--- config.mk ---
export PLATFORM = sky130hd
export DESIGN_NAME = pc_fetch_unit_flat
export DESIGN_NICKNAME = d
export VERILOG_FILES = /design/src/rtl/pc_fetch_if.sv /design/src/rtl/pc_fetch_unit.sv /design/src/flat_wrapper.sv
export SDC_FILE = /design/constraint.sdc
export NUM_CORES = 1
export LEC_CHECK = 0
export ABC_CLOCK_PERIOD_IN_PS = 1800
export CORE_UTILIZATION = 42
export CTS_CLUSTER_DIAMETER = 80
export CTS_CLUSTER_SIZE = 24
export DETAILED_ROUTE_END_ITERATION = 12
export GPL_TIMING_DRIVEN = 1
export PLACE_DENSITY_LB_ADDON = 0.1
export SETUP_SLACK_MARGIN = 0.2
export SYNTH_ARGS = -nofsm -noshare
export SYNTH_HDL_FRONTEND = slang
export SYNTH_SLANG_ARGS = --single-unit
export TNS_END_PERCENT = 1
--- constraint.sdc ---
create_clock -name clk -period 1.8 [get_ports clk]
set_input_delay 0.54 -clock clk [delete_from_list [all_inputs] [get_ports clk]]
set_output_delay 0.54 -clock clk [all_outputs]
set_load 0.005 [all_outputs]
--- src/rtl/pc_fetch_if.sv ---
// Instruction-fetch bus between the PC/fetch sequencer (master) and instruction memory (slave).
interface pc_fetch_if #(
    parameter int XLEN = 32
);
    logic            ifu_req_valid;
    logic [XLEN-1:0] ifu_req_addr;
    logic            ifu_req_ready;
    logic            ifu_rsp_valid;
    logic [31:0]     ifu_rsp_inst;

    modport master (
        output ifu_req_valid,
        output ifu_req_addr,
        input  ifu_req_ready,
        input  ifu_rsp_valid,
        input  ifu_rsp_inst
    );

    modport slave (
        input  ifu_req_valid,
        input  ifu_req_addr,
        output ifu_req_ready,
        output ifu_rsp_valid,
        output ifu_rsp_inst
    );
endinterface

--- src/rtl/pc_fetch_unit.sv ---
// PC register and fetch sequencer: BOOT -> FETCH -> WAIT -> EXEC -> FETCH, terminal HALT/ERR.
// Optional PC_FETCH_TRACE_EN adds prev_pc and a 64-bit instret counter.
module pc_fetch_unit #(
    parameter int              XLEN     = 32,
    parameter logic [XLEN-1:0] RESET_PC = 32'h8000_0000
) (
    input  logic             clk,
    input  logic             rst_n,
    pc_fetch_if.master       ifu,
    output logic             inst_valid,
    output logic [31:0]      inst,
    output logic [XLEN-1:0]  pc,
    input  logic             commit_valid,
    input  logic [1:0]       pc_src,
    input  logic [XLEN-1:0]  jump_target,
    input  logic [XLEN-1:0]  alu_result,
    input  logic             halt_req,
    output logic             misalign_err,
    output logic             halted
`ifdef PC_FETCH_TRACE_EN
    ,
    output logic [XLEN-1:0]  prev_pc,
    output logic [63:0]      instret
`endif
);

    typedef enum logic [2:0] {
        ST_BOOT  = 3'd0,
        ST_FETCH = 3'd1,
        ST_WAIT  = 3'd2,
        ST_EXEC  = 3'd3,
        ST_HALT  = 3'd4,
        ST_ERR   = 3'd5
    } state_e;

    state_e          state_q, state_d;
    logic [XLEN-1:0] pc_q, pc_d;
    logic [31:0]     inst_q, inst_d;
    logic            misalign_q, misalign_d;
    logic            req_valid_q;
    logic            inst_valid_q;
    logic            halted_q;
    logic            retire_s;
    logic [XLEN-1:0] next_pc_s;

    // Candidate next PC from the PC-source code; JALR clears bit 0 before the alignment check.
    always_comb begin
        next_pc_s = pc_q + XLEN'(32'd4);
        case (pc_src)
            2'b00:   next_pc_s = pc_q + XLEN'(32'd4);
            2'b01:   next_pc_s = jump_target;
            2'b10:   next_pc_s = {alu_result[XLEN-1:1], 1'b0};
            2'b11:   next_pc_s = pc_q + XLEN'(32'd4);
            default: next_pc_s = pc_q + XLEN'(32'd4);
        endcase
    end

    // Next-state and datapath update for the fetch sequencer.
    always_comb begin
        state_d    = state_q;
        pc_d       = pc_q;
        inst_d     = inst_q;
        misalign_d = misalign_q;
        retire_s   = 1'b0;
        case (state_q)
            ST_BOOT: state_d = ST_FETCH;
            ST_FETCH: begin
                if (ifu.ifu_req_ready) begin
                    state_d = ST_WAIT;
                end else begin
                    state_d = ST_FETCH;
                end
            end
            ST_WAIT: begin
                if (ifu.ifu_rsp_valid) begin
                    inst_d  = ifu.ifu_rsp_inst;
                    state_d = ST_EXEC;
                end else begin
                    state_d = ST_WAIT;
                end
            end
            ST_EXEC: begin
                if (!commit_valid) begin
                    state_d = ST_EXEC;
                end else if (halt_req) begin
                    state_d  = ST_HALT;
                    retire_s = 1'b1;
                end else if (next_pc_s[1:0] != 2'b00) begin
                    state_d    = ST_ERR;
                    misalign_d = 1'b1;
                end else begin
                    pc_d     = next_pc_s;
                    state_d  = ST_FETCH;
                    retire_s = 1'b1;
                end
            end
            ST_HALT: state_d = ST_HALT;
            ST_ERR:  state_d = ST_ERR;
            default: state_d = ST_ERR;
        endcase
    end

    // State, PC, instruction and registered status outputs.
    always_ff @(posedge clk or negedge rst_n) begin
        if (!rst_n) begin
            state_q      <= ST_BOOT;
            pc_q         <= RESET_PC;
            inst_q       <= 32'h0000_0000;
            misalign_q   <= 1'b0;
            req_valid_q  <= 1'b0;
            inst_valid_q <= 1'b0;
            halted_q     <= 1'b0;
        end else begin
            state_q      <= state_d;
            pc_q         <= pc_d;
            inst_q       <= inst_d;
            misalign_q   <= misalign_d;
            req_valid_q  <= (state_d == ST_FETCH);
            inst_valid_q <= (state_q == ST_WAIT) && (state_d == ST_EXEC);
            halted_q     <= halted_q || (state_d == ST_HALT) || (state_d == ST_ERR);
        end
    end

`ifdef PC_FETCH_TRACE_EN
    logic [XLEN-1:0] prev_pc_q;
    logic [63:0]     instret_q;

    // Trace: remember the retiring PC and count commits that advance or halt.
    always_ff @(posedge clk or negedge rst_n) begin
        if (!rst_n) begin
            prev_pc_q <= '0;
            instret_q <= 64'd0;
        end else if (retire_s) begin
            prev_pc_q <= pc_q;
            instret_q <= instret_q + 64'd1;
        end else begin
            prev_pc_q <= prev_pc_q;
            instret_q <= instret_q;
        end
    end

    assign prev_pc = prev_pc_q;
    assign instret = instret_q;
`endif

    assign ifu.ifu_req_valid = req_valid_q;
    assign ifu.ifu_req_addr  = pc_q;
    assign inst_valid        = inst_valid_q;
    assign inst              = inst_q;
    assign pc                = pc_q;
    assign misalign_err      = misalign_q;
    assign halted            = halted_q;

endmodule

--- src/flat_wrapper.sv ---
// flat-port wrapper written by rule: the top's interface ports become plain ports
module pc_fetch_unit_flat 
#(
    parameter int              XLEN     = 32,
    parameter logic [XLEN-1:0] RESET_PC = 32'h8000_0000
)
  (clk, rst_n, inst_valid, inst, pc, commit_valid, pc_src, jump_target, alu_result, halt_req, misalign_err, halted, ifu_ifu_req_valid, ifu_ifu_req_addr, ifu_ifu_req_ready, ifu_ifu_rsp_valid, ifu_ifu_rsp_inst);
  pc_fetch_if #(.XLEN(XLEN)) ifu_i ();
  input  logic clk;
  input  logic rst_n;
  output logic inst_valid;
  output logic [31:0] inst;
  output logic [XLEN-1:0] pc;
  input  logic commit_valid;
  input  logic [1:0] pc_src;
  input  logic [XLEN-1:0] jump_target;
  input  logic [XLEN-1:0] alu_result;
  input  logic halt_req;
  output logic misalign_err;
  output logic halted;
  output wire logic [$bits(ifu_i.ifu_req_valid)-1:0] ifu_ifu_req_valid;
  output wire logic [$bits(ifu_i.ifu_req_addr)-1:0] ifu_ifu_req_addr;
  input wire logic [$bits(ifu_i.ifu_req_ready)-1:0] ifu_ifu_req_ready;
  input wire logic [$bits(ifu_i.ifu_rsp_valid)-1:0] ifu_ifu_rsp_valid;
  input wire logic [$bits(ifu_i.ifu_rsp_inst)-1:0] ifu_ifu_rsp_inst;
  assign ifu_ifu_req_valid = ifu_i.ifu_req_valid;
  assign ifu_ifu_req_addr = ifu_i.ifu_req_addr;
  assign ifu_i.ifu_req_ready = ifu_ifu_req_ready;
  assign ifu_i.ifu_rsp_valid = ifu_ifu_rsp_valid;
  assign ifu_i.ifu_rsp_inst = ifu_ifu_rsp_inst;
  pc_fetch_unit #(.XLEN(XLEN), .RESET_PC(RESET_PC)) u_core (.clk(clk), .rst_n(rst_n), .ifu(ifu_i), .inst_valid(inst_valid), .inst(inst), .pc(pc), .commit_valid(commit_valid), .pc_src(pc_src), .jump_target(jump_target), .alu_result(alu_result), .halt_req(halt_req), .misalign_err(misalign_err), .halted(halted));
endmodule
Yosys cells after proc, flatten, opt, wreduce, memory -nomap -nowiden
Index checks and enable logic that the tools add are counted.
{"block": "word_totals", "output_inout_bits": 100, "inputBits": 104, "elab_cells": 38, "regBits": 71}
{"block": "op_classes", "n_reduce_logical": 10, "bitwise_logic": 2, "mux": 7, "eq_ne": 11, "addsub": 1}
{"operator": "32-bit case mux with 3 select lines", "n": 1}
{"operator": "32-bit by 3-bit adder with 32-bit output (second input constant)", "n": 1}
{"operator": "3-bit case mux with 5 select lines", "n": 1}
{"operator": "3-bit by 2-bit equality test with 1-bit output (second input constant)", "n": 3}
{"operator": "3-bit equality test (second input constant)", "n": 3}
{"operator": "3-bit two-way mux", "n": 3}
{"operator": "4-bit AND reduction", "n": 2}
{"operator": "3-bit by 1-bit equality test with 1-bit output (second input constant)", "n": 2}
{"operator": "2-bit equality test (second input constant)", "n": 2}
{"operator": "3-bit zero test", "n": 1}
{"operator": "2-bit by 1-bit equality test with 1-bit output (second input constant)", "n": 1}
{"operator": "2-bit zero test", "n": 1}
{"operator": "1-bit logical OR", "n": 2}
{"operator": "2-bit two-way mux", "n": 1}
{"operator": "1-bit inverter", "n": 2}
{"operator": "2-bit AND reduction", "n": 1}
{"operator": "2-bit nonzero test", "n": 1}
{"operator": "2-bit OR reduction", "n": 1}
{"operator": "1-bit logical AND", "n": 1}
{"operator": "1-bit two-way mux", "n": 1}

Depth between registers and ports, before layout
Gate-level depths: netlist (run 1).
{"block": "depth", "ltp_word": 11, "depth_mapped": 9, "ltp_nobuf": 7}

Worst setup path after synthesis (run 1)
No wires, ideal clock.
{"block": "synth_timing", "kind": "input -> register", "startpoint": "input port pc_src[0]", "endpoint": "register u_core.pc_q[30] (netlist: u_core.ifu.ifu_req_addr[30])", "arrival_time_ps": 1802, "required_ps": 1665, "setup_time_ps": 135, "path_slack_ps": -136, "path_buffers": 1, "stages": 7, "cell_sequence": "inv_1 ha_1 o21ai_0 and2_1 o21ai_4 clkbuf_1 o22ai_1"}
{"block": "synth_via", "elab_chain_cells": 6, "word_cells_on_any_way": 9, "cone_classes": "3 x eq/ne; 1 x mux; 1 x bitwise; 4 x reduce/logical"}
{"item": "start: declaration", "line_no": "flat_wrapper.sv:15", "text": "input logic [1:0] pc_src;"}
{"item": "2-bit equality test or 2-bit zero test (tied branches)", "line_no": "pc_fetch_unit.sv:49", "text": "case (pc_src)"}
{"item": "2-bit OR reduction (no line)"}
{"item": "32-bit case mux with 3 select lines (*)", "line_no": "pc_fetch_unit.sv:49"}
{"item": "2-bit nonzero test", "line_no": "pc_fetch_unit.sv:88", "text": "end else if (next_pc_s[1:0] != 2'b00) begin"}
{"item": "1-bit inverter (no line)"}
{"item": "4-bit AND reduction (no line)"}
{"item": "end signal: assignment", "line_no": "pc_fetch_unit.sv:115", "text": "pc_q <= pc_d;"}
{"item": "end: declaration", "line_no": "pc_fetch_unit.sv:37", "text": "logic [XLEN-1:0] pc_q, pc_d;"}
Mark *: on every way between the ends. The rest lies on a longest branch, timed or not.
A chain may end at the register's enable or synchronous reset.

Worst setup path in the final report (run 1)
{"block": "layout_timing", "startpoint": "register u_core.pc_q[3] (netlist: u_core.ifu.ifu_req_addr[3])", "endpoint": "register u_core.pc_q[10] (netlist: u_core.ifu.ifu_req_addr[10])"}
{"block": "layout_via", "elab_chain_cells": 2}
{"item": "32-bit by 3-bit adder with 32-bit output", "line_no": "pc_fetch_unit.sv:50, pc_fetch_unit.sv:53"}
{"item": "32-bit case mux with 3 select lines", "line_no": "pc_fetch_unit.sv:49"}
No other way between the ends.

==> metrics.md, run 1 <==
| Metric | Value |
|---|---|
| Status | `finished clean` |
| Post-synthesis simple-gate area fraction | `16.8%` |
| Reg2Reg Setup Slack | `0.01 ns` |
| Setup TNS | `0 ns` |
| Synth Area in XOR/XNOR | `2.46%` |
| Routed WL | `15400 um` |
| Drt initial violations | `220` |
| Mux cell area share after synthesis | `8.42%` |
| Post-synthesis sequential area ratio | `41.5%` |
| Async set-reset flop share out of synthesis | `100%` |
| Power density cells | `1120 nW/um^2` |
| DR pass1 iterations | `5` |
| Diodes inserted | `0` |
| Synth Warn # | `0` |
| Layout area overhead | `77.3%` |
| Maximum clock rate | `559 MHz` |
| Die Ht | `103 um` |
| Reg2reg path depth | `7` |
| VDD IR-drop max | `0.633 mV` |
| Placement-stage cell area | `6540 sq um` |
| Grt total ovfl | `0` |
| # nets final | `808` |
| Top Ports | `204` |
| Port Buffers | `202` |
| Maximum Capacitance Violations | `0` |
| Pin count of the biggest net entering global routing | `72` |
| Initial Util | `43.6%` |
| Worst-path maximum fanout | `3` |
| Core ar. | `9820 sq um` |
| Worst path slowest cell | `dfrtp_1` |
| Post-synthesis register bit count | `71` |
| Post-Synth Adder-Cell Area | `0.877%` |
| Clk slew on worst S/H paths | `0.09 ns` |
| Mapped Avg Cell Area | `9.62 sq um` |
| CP Class | `register to register` |
| Drt wl/cell | `18.4 um` |
| DIE AREA | `10600 sq um` |
| Num rows | `36` |
| Setup WS pre-CTS | `-0.662 ns` |
| Global-route wire length before repair | `22200 um` |
| Num CTS Buffers | `9` |
| GP Congestion | `0.819` |
| Unrepaired setup endpoints after global routing | `true` |
| Final Hold Viols | `0` |
| Slew Viols, Final | `0` |
| Minimum clock period | `1.79 ns` |
| Vias | `4635` |
| Worst EP required | `2.03 ns` |
| # setup viols final | `0` |
| CP Launch Type | `register` |
| Tot GR Track Use | `27.5%` |
| Dpl hpwl | `9580 um` |
| Initial antenna violation count | `0` |
| Min-Delay Path Class | `input port to asynchronous set/reset pin` |
| Post-synthesis cell area | `4280 sq um` |
| DRC viols | `0` |
| Pleak | `3.55 nW` |
| Clk_lat worst skew | `0.36 ns` |
| Multi-input logic area | `2520 sq um` |
| Distinct cells, synth | `56` |
| CTS root buffer | `clkbuf_8` |
| Crit-path cells | `ha_2 -> nand4_1 -> buf_4 -> nor2_4 -> xnor2_2 -> a221oi_2 -> o31ai_4` |
| Clock skew | `0.0130 ns` |
| H-tree depth | `3` |
| Fillers | `687` |
| Buf/Inv on CP | `1` |
| Crit end category | `register` |
| Clk sinks | `71` |
| Final Cycle Share | `99.4%` |
| Largest family of logic cells by synthesized area | `compound AO/OA/AOI/OAI gates` |
| Slew margin rel. | `73.6%` |
| Slowest Stage Delay on Critical Path | `0.41 ns` |
| Storage cell area | `1800 sq um` |
| FF-to-FF End | `u_core.ifu.ifu_req_addr[10]` |
| Fin area | `7590 sq um` |
| Vias in the first global route | `4615` |
| CP arrival | `2.01 ns` |
| Critical R2R Launch | `u_core.ifu.ifu_req_addr[3]` |
| Post-synth top flop | `dfrtp_1` |
| DR vias/cell | `5.52` |
| CTS tree | `yes` |
| Layout cell share with drive strength beyond 1 | `34.4%` |
| Chip width | `103 um` |
| Synth Area in Compound Gates | `19.3%` |
| Syn Nets | `552` |
| Cell family with the largest share of critical-path delay | `compound AO/OA/AOI/OAI gates` |
| Worst setup margin | `0.0117 ns` |
| Number of flops mapped to enable cells by yosys | `0` |
| Antenna Nets Post-Route | `0` |
| Slew @ Worst Pin | `0.395 ns` |
| Cells after Synth | `445` |
| Worst-case clock buffer depth | `2` |
worst max path at each step:
| stage | startpoint | to | slack [ns] | depth (start not counted) |
|---|---|---|---|---|
| 4_1_cts | u_core.ifu.ifu_req_addr[2] | u_core.ifu.ifu_req_addr[20] | -0.01 | 6 |
| 2_1_floorplan | pc_src[0] | u_core.ifu.ifu_req_addr[20] | 0.08 | 8 |
| 6_report | u_core.ifu.ifu_req_addr[3] | u_core.ifu.ifu_req_addr[10] | 0.01 | 7 |
| 5_1_grt | u_core.ifu.ifu_req_addr[3] | u_core.ifu.ifu_req_addr[14] | -0.08 | 7 |
| 3_5_place_dp | pc_src[0] | u_core.ifu.ifu_req_addr[18] | -0.66 | 10 |
| 3_3_place_gp | pc_src[0] | u_core.ifu.ifu_req_addr[18] | -0.62 | 10 |
kinds of logic after synthesis:
| group | count (synthesis) |
|---|---|
| flip-flops | 71 |
| adder cells (fa/ha/maj) | 3 |
| AND/OR/NAND/NOR | 128 |
| buffers and inverters | 72 |
| XOR/XNOR | 12 |
| multiplexers | 32 |
| AO/OA/AOI/OAI | 127 |
stage by stage:
step / std cells / hold WS [ns] / total power [W] / utilization, %
global route: 839 / 0.212 / 0.00895 / 77.3
floorplan: 445 / 0.244 / 0.00425 / -
global placement: 769 / 0.439 / 0.00636 / 66.6
finish: 839 / 0.192 / 0.00847 / 77.3
detailed placement: 769 / 0.452 / 0.00648 / 66.6
CTS: 830 / 0.198 / 0.00790 / 73.2
power breakdown:
part	switching (W)	internal [W]
combinational	0.00171	0.00260
clock	0.000699	0.000699
sequential	0.000498	0.00226
placed cells by master, fill, tap and decap left out, types with 16 or more instances in the layout:
| master | netlist | final |
|---|---|---|
| o21ai_0 | 51 | 29 |
| buf_4 | 34 | 69 |
| clkdlybuf4s15_1 | 0 | 24 |
| dfrtp_2 | 0 | 16 |
| buf_6 | 7 | 29 |
| dlygate4sd2_1 | 0 | 69 |
| o21ai_1 | 5 | 21 |
| dfrtp_1 | 70 | 54 |
| nand2_1 | 49 | 38 |
| clkdlybuf4s50_1 | 0 | 93 |
| mux2_4 | 0 | 32 |
cell type report:
type	instances	share of cell area, %
multi-input combinational	303	33.2
clock inverter	6	0.956
inverter	13	0.742
tap	133	2.19
timing repair buffer	303	37.4
sequential	71	23.7
clock buffer	10	1.81
per-layer routing:
| metal | vias to the layer above | GRT usage (%) | share of wire (%) |
|---|---|---|---|
| met3 | 49 | 5.63 | 8.1 |
| met5 | - | 0 | 0 |
| li1 | 2113 | - | - |
| met2 | 236 | 48.3 | 50 |
| met4 | 0 | 14.2 | 3.8 |
| met1 | 2237 | 31.6 | 39 |
cell usage after synthesis (3+ instances only):
cell type | n | area share [%]
a21oi_1 | 14 | 1.6
a221o_1 | 6 | 1.4
a221oi_1 | 10 | 2.0
a31oi_1 | 10 | 1.5
a41oi_1 | 9 | 1.8
and2_1 | 6 | 0.88
and3_1 | 8 | 1.2
buf_2 | 5 | 0.58
buf_4 | 34 | 6.0
buf_6 | 7 | 1.8
clkbuf_1 | 13 | 1.1
dfrtp_1 | 70 | 41
ha_1 | 3 | 0.88
inv_1 | 13 | 1.1
mux2_2 | 32 | 8.4
nand2_1 | 49 | 4.3
nand2b_1 | 5 | 0.73
nand3_1 | 9 | 1.1
nand4_1 | 8 | 1.2
nor2_1 | 16 | 1.4
nor3_1 | 5 | 0.58
o21ai_0 | 51 | 6.0
o21ai_1 | 5 | 0.58
o22ai_1 | 5 | 0.73
o31a_1 | 5 | 1.0
xnor2_1 | 6 | 1.2
xor2_1 | 6 | 1.2
repair_timing:
action / 4_1_cts / 5_1_grt
resized for setup: 242 / 99
pin swaps: 36 / 38
hold buffers: 0 / 0
endpoints found under the setup margin: 167 / 93
setup buffers: 42 / 9
gates cloned: 3 / 0
flip-flops by register name, indices dropped and copies added (netlist names):
register / flops
u_core.ifu.ifu_req_addr: 32
u_core.inst: 32
u_core.ifu.ifu_req_valid: 1
u_core.misalign_err: 1
u_core.state_q: 3
u_core.inst_valid: 1
u_core.halted: 1
(Power assumes the default switching activity.)
==> inputs of run 2 (changes only) <==
Settings changed: CTS_BUF_LIST set to sky130_fd_sc_hd__clkbuf_4 sky130_fd_sc_hd__clkbuf_8 sky130_fd_sc_hd__clkbuf_16.
==> results of run 2 <==
Same layout as run 1: the final DEF is identical, and so are final timing and power.
==> inputs of run 3 (changes only) <==
Settings changed: CAP_MARGIN set to 20, TNS_END_PERCENT 1 to not set.
==> run 3 against run 2 <==
Net effect: the run now ends with setup timing left; die area stayed put; final cell count is 6.3% higher; fmax is 3.9% lower; largest power group unchanged; clock power is 10% lower; critical endpoint is now u_core.ifu.ifu_req_addr[15]; design area is 7.2% higher; global-route usage is 3.5 points higher; utilization is 5.6 points higher.
==> metrics.md, run 3 (same netlist as run 1, synthesis figures left out) <==
| Metric | Value |
|---|---|
| Status | `finished with violations` |
| Violated checks | `setup timing` |
| Final Hold Viols | `0 (unchanged)` |
| Clk sinks | `71 (unchanged)` |
| Num CTS Buffers | `9 (unchanged)` |
| Worst EP required | `2.02 ns (about the same)` |
| Drt initial violations | `317 (+44%)` |
| DRC viols | `0 (unchanged)` |
| Layout cell share with drive strength beyond 1 | `42.5% (+8.1 points)` |
| DR vias/cell | `5.63 (+1.9%)` |
| DIE AREA | `10600 sq um (unchanged)` |
| Most frequent cells in the layout | `buf_4, clkdlybuf4s50_1, dfrtp_1` |
| CP Class | `register to register` |
| CTS tree | `yes` |
| Chip width | `103 um (unchanged)` |
| # placed instances | `766 (-0.39%)` |
| Post-CTS Hold Buffers | `0 (unchanged)` |
| Clk slew on worst S/H paths | `0.09 ns (about the same)` |
| Antenna Nets Post-Route | `0 (unchanged)` |
| Fillers | `571 (-17%)` |
| Global-route wire length before repair | `24900 um (+12%)` |
| DR pass1 iterations | `7 (+2)` |
| Worst-path maximum fanout | `8 (+5)` |
| Clk_lat worst skew | `0.37 ns (about the same)` |
| Pleak | `3.80 nW (+7.2%)` |
| Tot Pwr | `0.00889 W (+4.9%)` |
| # nets final | `860 (+6.4%)` |
| Crit-path cells | `buf_6 -> nand3_4 -> buf_4 -> nor3_4 -> nand2_1 -> xor2_1 -> o311ai_4` |
| Clock skew | `0.0132 ns (+0.000156 ns)` |
| Maximum Capacitance Violations | `0 (unchanged)` |
| Final Core Density | `82.9% (+5.6 points)` |
| Port Buffers | `202 (unchanged)` |
| Final Cycle Share | `103% (+4.0 points)` |
| Pin count of the biggest net entering global routing | `35 (-51%)` |
| Grt total ovfl | `0 (unchanged)` |
| Top Ports | `204 (unchanged)` |
| Routed WL | `18100 um (+17%)` |
| CP Launch Type | `register` |
| Worst setup margin | `-0.0600 ns (-0.0717 ns)` |
| CTS root buffer | `clkbuf_8` |
| Core ar. | `9820 sq um (unchanged)` |
| Worst path slowest cell | `dfrtp_2` |
| Min-Delay Path Class | `input port to asynchronous set/reset pin` |
| Unrepaired setup endpoints after global routing | `true` |
| Vias in the first global route | `4887 (+5.9%)` |
| # setup viols final | `5 (+5)` |
| Crit end category | `register` |
| Buf/Inv on CP | `2 (+1)` |
| Vias | `5022 (+8.3%)` |
| GP Congestion | `0.813 (-0.70%)` |
| Worst-case clock buffer depth | `2 (unchanged)` |
| Post-route insts no fill | `892 (+6.3%)` |
| Initial Util | `43.6% (unchanged)` |
| H-tree depth | `3 (unchanged)` |
| Cell family with the largest share of critical-path delay | `simple AND/OR/NAND/NOR gates` |
| Minimum clock period | `1.86 ns (+0.0717 ns)` |
| Slowest Stage Delay on Critical Path | `0.40 ns (about the same)` |
| CP arrival | `2.08 ns (+0.07 ns)` |
| Num rows | `36 (unchanged)` |
| Commonest non-fill, non-tap cell in the layout | `buf_4` |
| Power density cells | `1090 nW/um^2 (-2.1%)` |
| Dpl hpwl | `10100 um (+4.9%)` |
| Initial antenna violation count | `0 (unchanged)` |
| Tot GR Track Use | `30.9% (+3.5 points)` |
| Drt wl/cell | `20.3 um (+10%)` |
| Slew @ Worst Pin | `0.423 ns (+0.0278 ns)` |
| Maximum clock rate | `538 MHz (-3.9%)` |
| Die Ht | `103 um (unchanged)` |
| Slew Viols, Final | `0 (unchanged)` |
| VDD IR-drop max | `0.607 mV (-4.0%)` |
| Slew margin rel. | `71.5% (-2.1 points)` |
| Layout area overhead | `90.1%` |
[run 3: cell count changes in the layout (fill, tap and decap cells not counted), sizes merged, moves of 2 or more]
cell | before | now
buf | 114 | 177
dlygate4sd2 | 69 | 43
clkbuf | 12 | 21
clkdlybuf4s15 | 24 | 32
inv | 17 | 14
clkinv | 0 | 2
clkinvlp | 1 | 3
[run 3: repair_timing]
item / CTS / global route
setup buffers: 73 / 28
gates resized for setup: 311 / 104
cloned: 7 / 1
pin swaps: 42 / 33
setup endpoints to repair: 167 / 107
[run 3: layout make-up]
| cell class | count | area (sq um) | area share [%] |
|---|---|---|---|
| timing repair buffer | 356 | 3390 | 41.6 |
| inverter | 13 | 67.6 | 0.830 |
| clock inverter | 6 | 42.5 | 0.523 |
| antenna | 1 | 2.50 | 0.0308 |
| sequential | 71 | 1800 | 22.1 |
| tap | 133 | 166 | 2.05 |
| multi-input combinational | 302 | 2540 | 31.2 |
| clock buffer | 10 | 138 | 1.69 |
[run 3: power by group]
| part | switching (W) | internal, W | total, W | leakage (nW) |
|---|---|---|---|---|
| Clock | 0.000714 | 0.000543 | 0.00126 | 0.0891 |
| Sequential | 0.000486 | 0.00226 | 0.00274 | 0.893 |
| Combinational | 0.00192 | 0.00296 | 0.00489 | 2.82 |
| Total | 0.00312 | 0.00576 | 0.00889 | 3.80 |
[run 3: final timing paths]
check | start | depth (start not counted) | to | slack [ns]
worst max-delay path | u_core.ifu.ifu_req_addr[8] | 7 | u_core.ifu.ifu_req_addr[15] | -0.06
worst min-delay path | rst_n | 1 | u_core.ifu.ifu_req_addr[2] | 0.06
worst max register to register | u_core.ifu.ifu_req_addr[8] | 7 | u_core.ifu.ifu_req_addr[15] | -0.06
worst min register to register | u_core.misalign_err | 1 | u_core.misalign_err | 0.46
max in group asynchronous | rst_n | 2 | u_core.state_q[2] | 1.16
min in group clk | u_core.misalign_err | 1 | u_core.misalign_err | 0.46
[run 3: metrics by stage]
| step | area, sq um | TNS [ns] | hold WS, ns | setup slack [ns] |
|---|---|---|---|---|
| 2_1_floorplan | 4390 | 0 | 0.244 | 0.0786 |
| 3_3_place_gp | 6540 | -29.05 | 0.442 | -0.623 |
| 3_5_place_dp | 6540 | -30.16 | 0.445 | -0.658 |
| 4_1_cts | 7690 | -0.0229 | 0.0812 | -0.0221 |
| 5_1_grt | 8130 | -0.974 | 0.0766 | -0.106 |
| 6_report | 8140 | -0.153 | 0.0605 | -0.0600 |
[run 3: metal layers]
metal  wire length (um)  track usage, %  part of all wire (%)  vias up
met4                787            13.9                   4.3        0
met5                  0               0                     0        -
li1                   -               -                     -     2220
met2               8910            53.6                    49      313
met1               6780            37.3                    37     2412
met3               1620            5.97                   9.0       77
